File: config.mk
export PLATFORM = sky130hd
export DESIGN_NAME = button_debounce
export DESIGN_NICKNAME = d
export VERILOG_FILES = /design/src/rtl/button_debounce.sv
export SDC_FILE = /design/constraint.sdc
export NUM_CORES = 1
export LEC_CHECK = 0
export ABC_AREA = 1
export CAP_MARGIN = 20
export CORE_AREA = 2 2 61 63
export CTS_BUF_LIST = sky130_fd_sc_hd__clkbuf_16
export CTS_CLUSTER_SIZE = 25
export DETAILED_ROUTE_END_ITERATION = 8
export DIE_AREA = 0 0 63 65
export PLACE_DENSITY = 0.85
export SETUP_SLACK_MARGIN = 0.02
export SYNTH_ARGS = -nofsm -noshare
export SYNTH_HDL_FRONTEND = slang
export SYNTH_SLANG_ARGS = --single-unit
File: constraint.sdc
create_clock -name clk -period 2.49 [get_ports clk]
set_clock_uncertainty 0.15 [all_clocks]
set_input_delay 0.249 -clock clk [delete_from_list [all_inputs] [get_ports clk]]
set_output_delay 0.249 -clock clk [all_outputs]
set_load 0.005 [all_outputs]
File: src/rtl/button_debounce.sv
`default_nettype none
// ============================================================================
//  Module      : button_debounce
//  Description : Per-channel two-flop synchroniser followed by a stability
//                counter. Produces a debounced level, one-cycle press and
//                release strobes, and a toggle bit that flips on every press.
//  Revision    : 1.0 - initial release
// ============================================================================
module button_debounce #(
    parameter int WIDTH         = 2,
    parameter int STABLE_CYCLES = 50000,
    parameter int ACTIVE_LOW    = 0
) (
    input  logic             clk,
    input  logic             reset,
    input  logic [WIDTH-1:0] but_raw,
    output logic [WIDTH-1:0] but_clean,
    output logic [WIDTH-1:0] but_press,
    output logic [WIDTH-1:0] but_release,
    output logic [WIDTH-1:0] but_toggle
);

    // Counter only has to reach STABLE_CYCLES-1, but keep at least one bit
    // so that STABLE_CYCLES=1 still elaborates a legal vector.
    localparam int CNT_W = (STABLE_CYCLES < 2) ? 1 : $clog2(STABLE_CYCLES + 1);

    // Count value at which the pending level is accepted on the next edge.
    localparam logic [CNT_W-1:0] C_CNT_LAST = CNT_W'(STABLE_CYCLES - 1);

    // Per-channel debounce state: STABLE while the synchronised input agrees
    // with the clean level, PENDING while a disagreement is being timed.
    typedef enum logic [0:0] {
        ST_STABLE  = 1'b0,
        ST_PENDING = 1'b1
    } state_t;

    // ------------------------------------------------------------------------
    // Input conditioning and synchronisation
    // ------------------------------------------------------------------------
    logic [WIDTH-1:0] w_in;
    logic [WIDTH-1:0] r_sync1;
    logic [WIDTH-1:0] r_sync2;

    // Normalise polarity so that everything downstream is active-high.
    assign w_in = (ACTIVE_LOW != 0) ? ~but_raw : but_raw;

    // Two-flop synchroniser; only the second stage is used downstream.
    always_ff @(posedge clk) begin
        if (reset) begin
            r_sync1 <= '0;
            r_sync2 <= '0;
        end else begin
            r_sync1 <= w_in;
            r_sync2 <= r_sync1;
        end
    end

    // ------------------------------------------------------------------------
    // Per-channel stability counter and output generation
    // ------------------------------------------------------------------------
    for (genvar i = 0; i < WIDTH; i++) begin : g_chan

        state_t           r_state;
        state_t           w_state_nxt;
        logic [CNT_W-1:0] r_cnt;
        logic [CNT_W-1:0] w_cnt_nxt;

        logic             r_clean;
        logic             r_press;
        logic             r_release;
        logic             r_toggle;

        logic             w_clean_nxt;
        logic             w_press_nxt;
        logic             w_release_nxt;
        logic             w_toggle_nxt;

        logic             w_differ;
        logic             w_expire;

        // The synchronised input disagrees with the accepted level.
        assign w_differ = r_sync2[i] ^ r_clean;

        // The disagreement has lasted long enough to be accepted this edge.
        assign w_expire = (r_cnt == C_CNT_LAST);

        // Next-state, counter and strobe decode; strobes default low so they
        // last exactly one cycle.
        always_comb begin
            w_state_nxt   = r_state;
            w_cnt_nxt     = r_cnt;
            w_clean_nxt   = r_clean;
            w_press_nxt   = 1'b0;
            w_release_nxt = 1'b0;
            w_toggle_nxt  = r_toggle;

            case (r_state)
                ST_STABLE: begin
                    if (!w_differ) begin
                        w_cnt_nxt = '0;
                    end else if (w_expire) begin
                        // Only reachable directly from STABLE when a single
                        // differing cycle is enough (STABLE_CYCLES=1).
                        w_clean_nxt = r_sync2[i];
                        w_cnt_nxt   = '0;
                        if (r_sync2[i]) begin
                            w_press_nxt  = 1'b1;
                            w_toggle_nxt = ~r_toggle;
                        end else begin
                            w_release_nxt = 1'b1;
                        end
                    end else begin
                        w_cnt_nxt   = r_cnt + 1'b1;
                        w_state_nxt = ST_PENDING;
                    end
                end

                ST_PENDING: begin
                    if (!w_differ) begin
                        // Bounce back before expiry: all progress is lost.
                        w_cnt_nxt   = '0;
                        w_state_nxt = ST_STABLE;
                    end else if (w_expire) begin
                        w_clean_nxt = r_sync2[i];
                        w_cnt_nxt   = '0;
                        w_state_nxt = ST_STABLE;
                        if (r_sync2[i]) begin
                            w_press_nxt  = 1'b1;
                            w_toggle_nxt = ~r_toggle;
                        end else begin
                            w_release_nxt = 1'b1;
                        end
                    end else begin
                        w_cnt_nxt = r_cnt + 1'b1;
                    end
                end

                default: begin
                    w_state_nxt = ST_STABLE;
                    w_cnt_nxt   = '0;
                end
            endcase
        end

        // State, counter and registered outputs; reset discards any pending
        // count so no strobe can follow the reset edge.
        always_ff @(posedge clk) begin
            if (reset) begin
                r_state   <= ST_STABLE;
                r_cnt     <= '0;
                r_clean   <= 1'b0;
                r_press   <= 1'b0;
                r_release <= 1'b0;
                r_toggle  <= 1'b0;
            end else begin
                r_state   <= w_state_nxt;
                r_cnt     <= w_cnt_nxt;
                r_clean   <= w_clean_nxt;
                r_press   <= w_press_nxt;
                r_release <= w_release_nxt;
                r_toggle  <= w_toggle_nxt;
            end
        end

        assign but_clean[i]   = r_clean;
        assign but_press[i]   = r_press;
        assign but_release[i] = r_release;
        assign but_toggle[i]  = r_toggle;

    end : g_chan

endmodule
`default_nettype wire
Word level (Yosys, flattened, before mapping)

Cells that the tools add are included.

RAM bits: 0
Input port bits: 4
Bits in registers: 44
Output and inout bits: 8
Bits in read-only memories: 0
Latch bits: 0
Memories: 0
Logic and storage cells: 46

Order comparisons: 0
Add/sub/neg operators: 2
Divide/modulo/power cells: 0
Reductions and logical operators: 8
Equality and inequality tests: 2
Mux-type cells: 14
Shift operators: 0
Bitwise operators: 8
Multipliers: 0

Operators with widths:

| kind                                           | number |
|---|---|
| adder 16 x 1 -> 16 bit (second input constant) | 2 |
| equality test 16 bit (second input constant)   | 2 |
| 2-to-1 mux 1 bit                               | 14 |
| OR reduction 3 bit                             | 4 |
| NOT 1 bit                                      | 6 |
| AND reduction 3 bit                            | 2 |
| AND reduction 2 bit                            | 2 |
| XOR 1 bit                                      | 2 |

Depth between registers and ports, before layout

Depth in word-level cells: 4
Gate-level depth with buffers: 8
Gate-level depth less buffers: 8

Worst setup path after synthesis

No wires, ideal clock.

Kind: reg-to-reg
From: register g_chan[0].r_cnt[0]
To: register g_chan[0].r_cnt[8]
Clock period less this slack: 1460 ps
Setup time: 122 ps
Stages on the path, launching flop included: 8
Required time: 2218 ps
Arrival: 1189 ps
Buffers on the path: 1
Slack: 1030 ps
Cells stage by stage: dfxtp_1 -> ha_1 -> nand3_2 -> nor2_2 -> nand2_2 -> nand2_4 -> buf_6 -> a21oi_1

Cells in the longest elaborated chain, start to end: 2
Elaborated cells between the ends (all ways): 3
Those cells by class: add/sub (1); eq/ne (1); reduce/logical (1)

Ends and longest elaborated chain:

| what                                                           | line | RTL |
|---|---|---|
| from (decl)                                                    | 65   | `logic [CNT_W-1:0] r_cnt;` |
| from (signal assigned)                                         | 157  | `r_cnt <= w_cnt_nxt;` |
| branches (longest 2 deep; another with adder 16 x 1 -> 16 bit) | n/a  |  |

Several ways; the timed one is not identified.
A chain may end at the register's enable or synchronous reset.

Worst setup path in the final report

From: register g_chan[1].r_cnt[0]
To: register g_chan[1].r_clean

Cells in the longest elaborated chain, start to end: 2

Ends and longest elaborated chain:

| what                          | line | RTL |
|---|---|---|
| from (decl)                   | 65   |  |
| from (signal assigned)        | 157  |  |
| equality test 16 bit          | 85   | `assign w_expire = (r_cnt == C_CNT_LAST);` |
| AND reduction 2 bit (no line) | n/a  |  |
| to (signal assigned)          | 158  | `r_clean <= w_clean_nxt;` |
| to (decl)                     | 68   | `logic r_clean;` |

Every way passes these cells.

==> summary.md <==
| Metric | Value |
|---|---|
| Starting Density | `0.603` |
| CTS root buffer | `clkbuf_16` |
| Die Height | `65 microns` |
| Area used by multi-input combinational logic | `approximately 990 sq um` |
| #FFs+latches synth | `44` |
| First-pass GRT wire length | `6810 microns` |
| Combinational Power Share | `0.015` |
| Number of H-tree levels | `2` |
| Pwr/cell area | `about 580 nW/um^2` |
| Worst-case reg-to-reg path depth | `6` |
| Placement Rows | `22` |
| Peak supply drop | `~0.00044 V` |
| Pin count of the biggest net entering global routing | `17` |
| Yosys warnings | `0` |
| Sw Pwr | `about 0.27 mW` |
| Initial DRC Count | `106` |
| LEAKAGE | `~0.79 nW` |
| RD Place Congestion | `around 0.82` |
| DRT Pass-1 Iters | `4` |
| # fillers | `approximately 290` |
| Worst hold start | `r_sync1[1]$_SDFF_PP0_` |
| Clock Latency Late Sink | `roughly 0.28 ns` |
| Final Hold Viols | `0` |
| Switch share | `0.201` |
| Seq/Total Area, Yosys | `0.418` |
| Post-cts repair resize count | `0` |
| Share of power burned in registers | `0.525` |
| Avg WL per Cell | `around 11 microns` |
| Grt ovf | `0` |
| Worst hold endpoint | `r_sync2[1]$_SDFF_PP0_` |
| Clock slew at reported path FFs | `around 0.060 ns` |
| Fin crit share | `0.668` |
| Reg2Reg Setup Slack | `~0.83 ns` |
| Core box area | `3500 sq um` |
| HP Class | `flip-flop to flip-flop` |
| Placed Area | `around 2200 sq um` |
| Final Max Tran Viols | `0` |
| Hold_ws | `approximately 0.26 ns` |
| RSZ-0062 raised after global routing | `false` |
| Place WS | `~0.78 ns` |
| Fin nets | `around 310` |
| CTS tree | `done` |
| Die width | `around 63 microns` |
| Initial antenna violation count | `0` |
| CP max stage delay | `about 0.37 ns` |
| Routed WL | `between 3000 and 4000 microns` |
| Vias in the first global route | `roughly 1700` |
| Max FO, Critical Path | `4` |
| DR DRC count | `0` |
| Syn avg cell area | `approximately 7.1 sq um` |
| Avg Vias per Cell | `about 5` |
| I/O pin cnt | `12` |
| CP bufs+invs | `0` |
| TritonCTS Sinks | `44` |
| Tmin final | `~1.7 ns` |
| Max-cap violations | `0` |
| CP startpoint kind | `flip-flop` |
| TNS Setup | `0 ns` |
| Routed Antenna Nets | `0` |
| Setup Fix Bufs, Post-CTS | `0` |
| Reg-to-reg startpoint | `g_chan[1].r_cnt[0]$_SDFF_PP0_` |
| R2r endpoint | `g_chan[1].r_clean$_SDFFE_PP0P_` |
| Internal | `1.08 mW` |
| Clock buffer depth | `2` |
| Via count | `1788` |
| Syn_nets | `around 300` |
| F_max | `601 MHz` |
| Gate Count Post-Synth | `slightly below 300` |
| Post-DP HPWL | `~2700 microns` |
| Crit path capture type | `flip-flop` |
| Hold path cells | `2` |
| Data required, critical path | `around 2.5 ns` |
| Fin area | `~2300 sq um` |
| ANT cells | `0` |
| Crit. Startpoint | `g_chan[1].r_cnt[0]$_SDFF_PP0_` |
| CP Cell Sequence | `ha_1, nand3_2, nor2_2, nand2_2, o21ai_0, nand2_1` |
| CP top delay family | `simple AND/OR/NAND/NOR gates` |
| Final Worst Setup Slack | `0.826 ns` |
| Seq. cell area | `881 sq um` |
| Layout Area Growth over Synthesis | `10.4%` |
| Setup violations, final | `0` |
| Slew margin rel. | `0.775` |
| CP Class | `flip-flop to flip-flop` |
| Layout cells sized above 1 | `0.0621` |
| Critical path's slowest cell | `dfxtp_1` |
| Worst-Margin Slew | `0.335 ns` |
| Die ar. | `around 4100 sq um` |
| Outcome | `finished, final reports clean` |
| Yosys cell types | `26` |
| Mapped Area | `~2100 sq um` |
| CTS buffer count | `5` |
| Clock share of power | `0.460` |
| Total global-route track usage | `0.210` |
| CP arrival | `1.68 ns` |
| # hold bufs at CTS | `0` |
| PortBufs | `11` |
==> cells in the mapped netlist (all sizes together) <==
| cell | number | area share |
|---|---|---|
| xor2 | 6 | 0.025 |
| and3 | 2 | 0.0059 |
| xnor2 | 2 | 0.0083 |
| buf | 11 | 0.043 |
| nand3 | 14 | 0.038 |
| nand2 | 63 | 0.12 |
| or2 | 4 | 0.012 |
| ha | 4 | 0.024 |
| dfxtp | 44 | 0.42 |
| o21ai | 5 | 0.012 |
| nor3 | 7 | 0.017 |
| nand4 | 11 | 0.033 |
| a21oi | 16 | 0.038 |
| nor3b | 2 | 0.0071 |
| nand3b | 1 | 0.0036 |
| nor2 | 66 | 0.12 |
| inv | 40 | 0.071 |
==> flip-flops by register name (all words and copies together) (netlist names) <==
register and flops:
g_chan.r_clean 2, r_sync1 2, g_chan.r_cnt 32, g_chan.r_press 2, g_chan.r_toggle 2, g_chan.r_release 2
r_sync2 2
==> layout make-up <==
| type | instances | share of cell area |
|---|---|---|
| multi-input combinational | 203 | 0.424 |
| clock buffer | 5 | 0.0538 |
| clock inverter | 3 | 0.00645 |
| tap | 48 | 0.0258 |
| sequential | 44 | 0.378 |
| inverter | 40 | 0.0645 |
| timing repair buffer | 11 | 0.0473 |
==> cells in the final DEF, fill, tap and decap left out, types with 2 or more instances in the layout <==
cell,instances
nor2_2,5
dfxtp_1,44
or2_0,2
nor3b_1,2
nor2_1,61
nand3_1,12
and3_1,2
a21oi_1,16
nand2_1,59
nand2_2,2
or2_2,2
clkbuf_16,5
inv_1,41
xor2_1,6
clkdlybuf4s50_1,11
ha_1,4
o21ai_0,4
xnor2_1,2
nand2_4,2
nand3_2,2
nor3_1,7
nand4_1,11
==> metrics by stage <==
stage	util	power, mW	std cells
5_1_grt	0.666	1.39	354
2_1_floorplan	-	0.741	298
3_3_place_gp	0.626	0.745	346
3_5_place_dp	0.626	0.746	346
6_report	0.666	1.35	354
4_1_cts	0.666	1.37	354
==> worst max-delay path by stage <==
stage                                     endpoint  slack (ns)  cells after the start
floorplan            g_chan[0].r_cnt[8]$_SDFF_PP0_        1.03                      7
global placement     g_chan[1].r_cnt[2]$_SDFF_PP0_        0.86                      4
detailed placement   g_chan[0].r_cnt[2]$_SDFF_PP0_        0.78                      4
CTS                  g_chan[0].r_cnt[8]$_SDFF_PP0_        0.86                      6
global route        g_chan[1].r_clean$_SDFFE_PP0P_        0.70                      6
finish              g_chan[1].r_clean$_SDFFE_PP0P_        0.83                      6
==> cell families after synthesis <==
kind of cell,count (synthesis),share of synthesized area
AO/OA/AOI/OAI,21,0.0499
XOR/XNOR,8,0.0332
adder cells (fa/ha/maj),4,0.0237
buffers and inverters,51,0.115
flip-flops,44,0.418
AND/OR/NAND/NOR,170,0.361
==> power groups by stage <==
| stage | logic, mW | registers [mW] | clock network [mW] |
|---|---|---|---|
| floorplan | 0.0152 | 0.725 | 0 |
| global placement | 0.0192 | 0.726 | 0 |
| finish | 0.0199 | 0.710 | 0.622 |
| global route | 0.0226 | 0.710 | 0.662 |
| detailed placement | 0.0201 | 0.726 | 0 |
| CTS | 0.0202 | 0.710 | 0.638 |
==> worst min-delay path: stages, from the launching register on <==
cell     delay, ns
dfxtp_1       0.29
inv_1         0.05
nor2_1        0.03
==> layer usage <==
| metal | vias to the layer above | track usage | wire length, microns |
|---|---|---|---|
| met5 | - | 0 | 0 |
| met4 | 0 | 0.103 | 64 |
| met3 | 8 | 0.0521 | 170 |
| met2 | 35 | 0.351 | 1780 |
| met1 | 807 | 0.252 | 1740 |
| li1 | 938 | - | - |
Note: power is estimated with default switching activity, not from simulation.
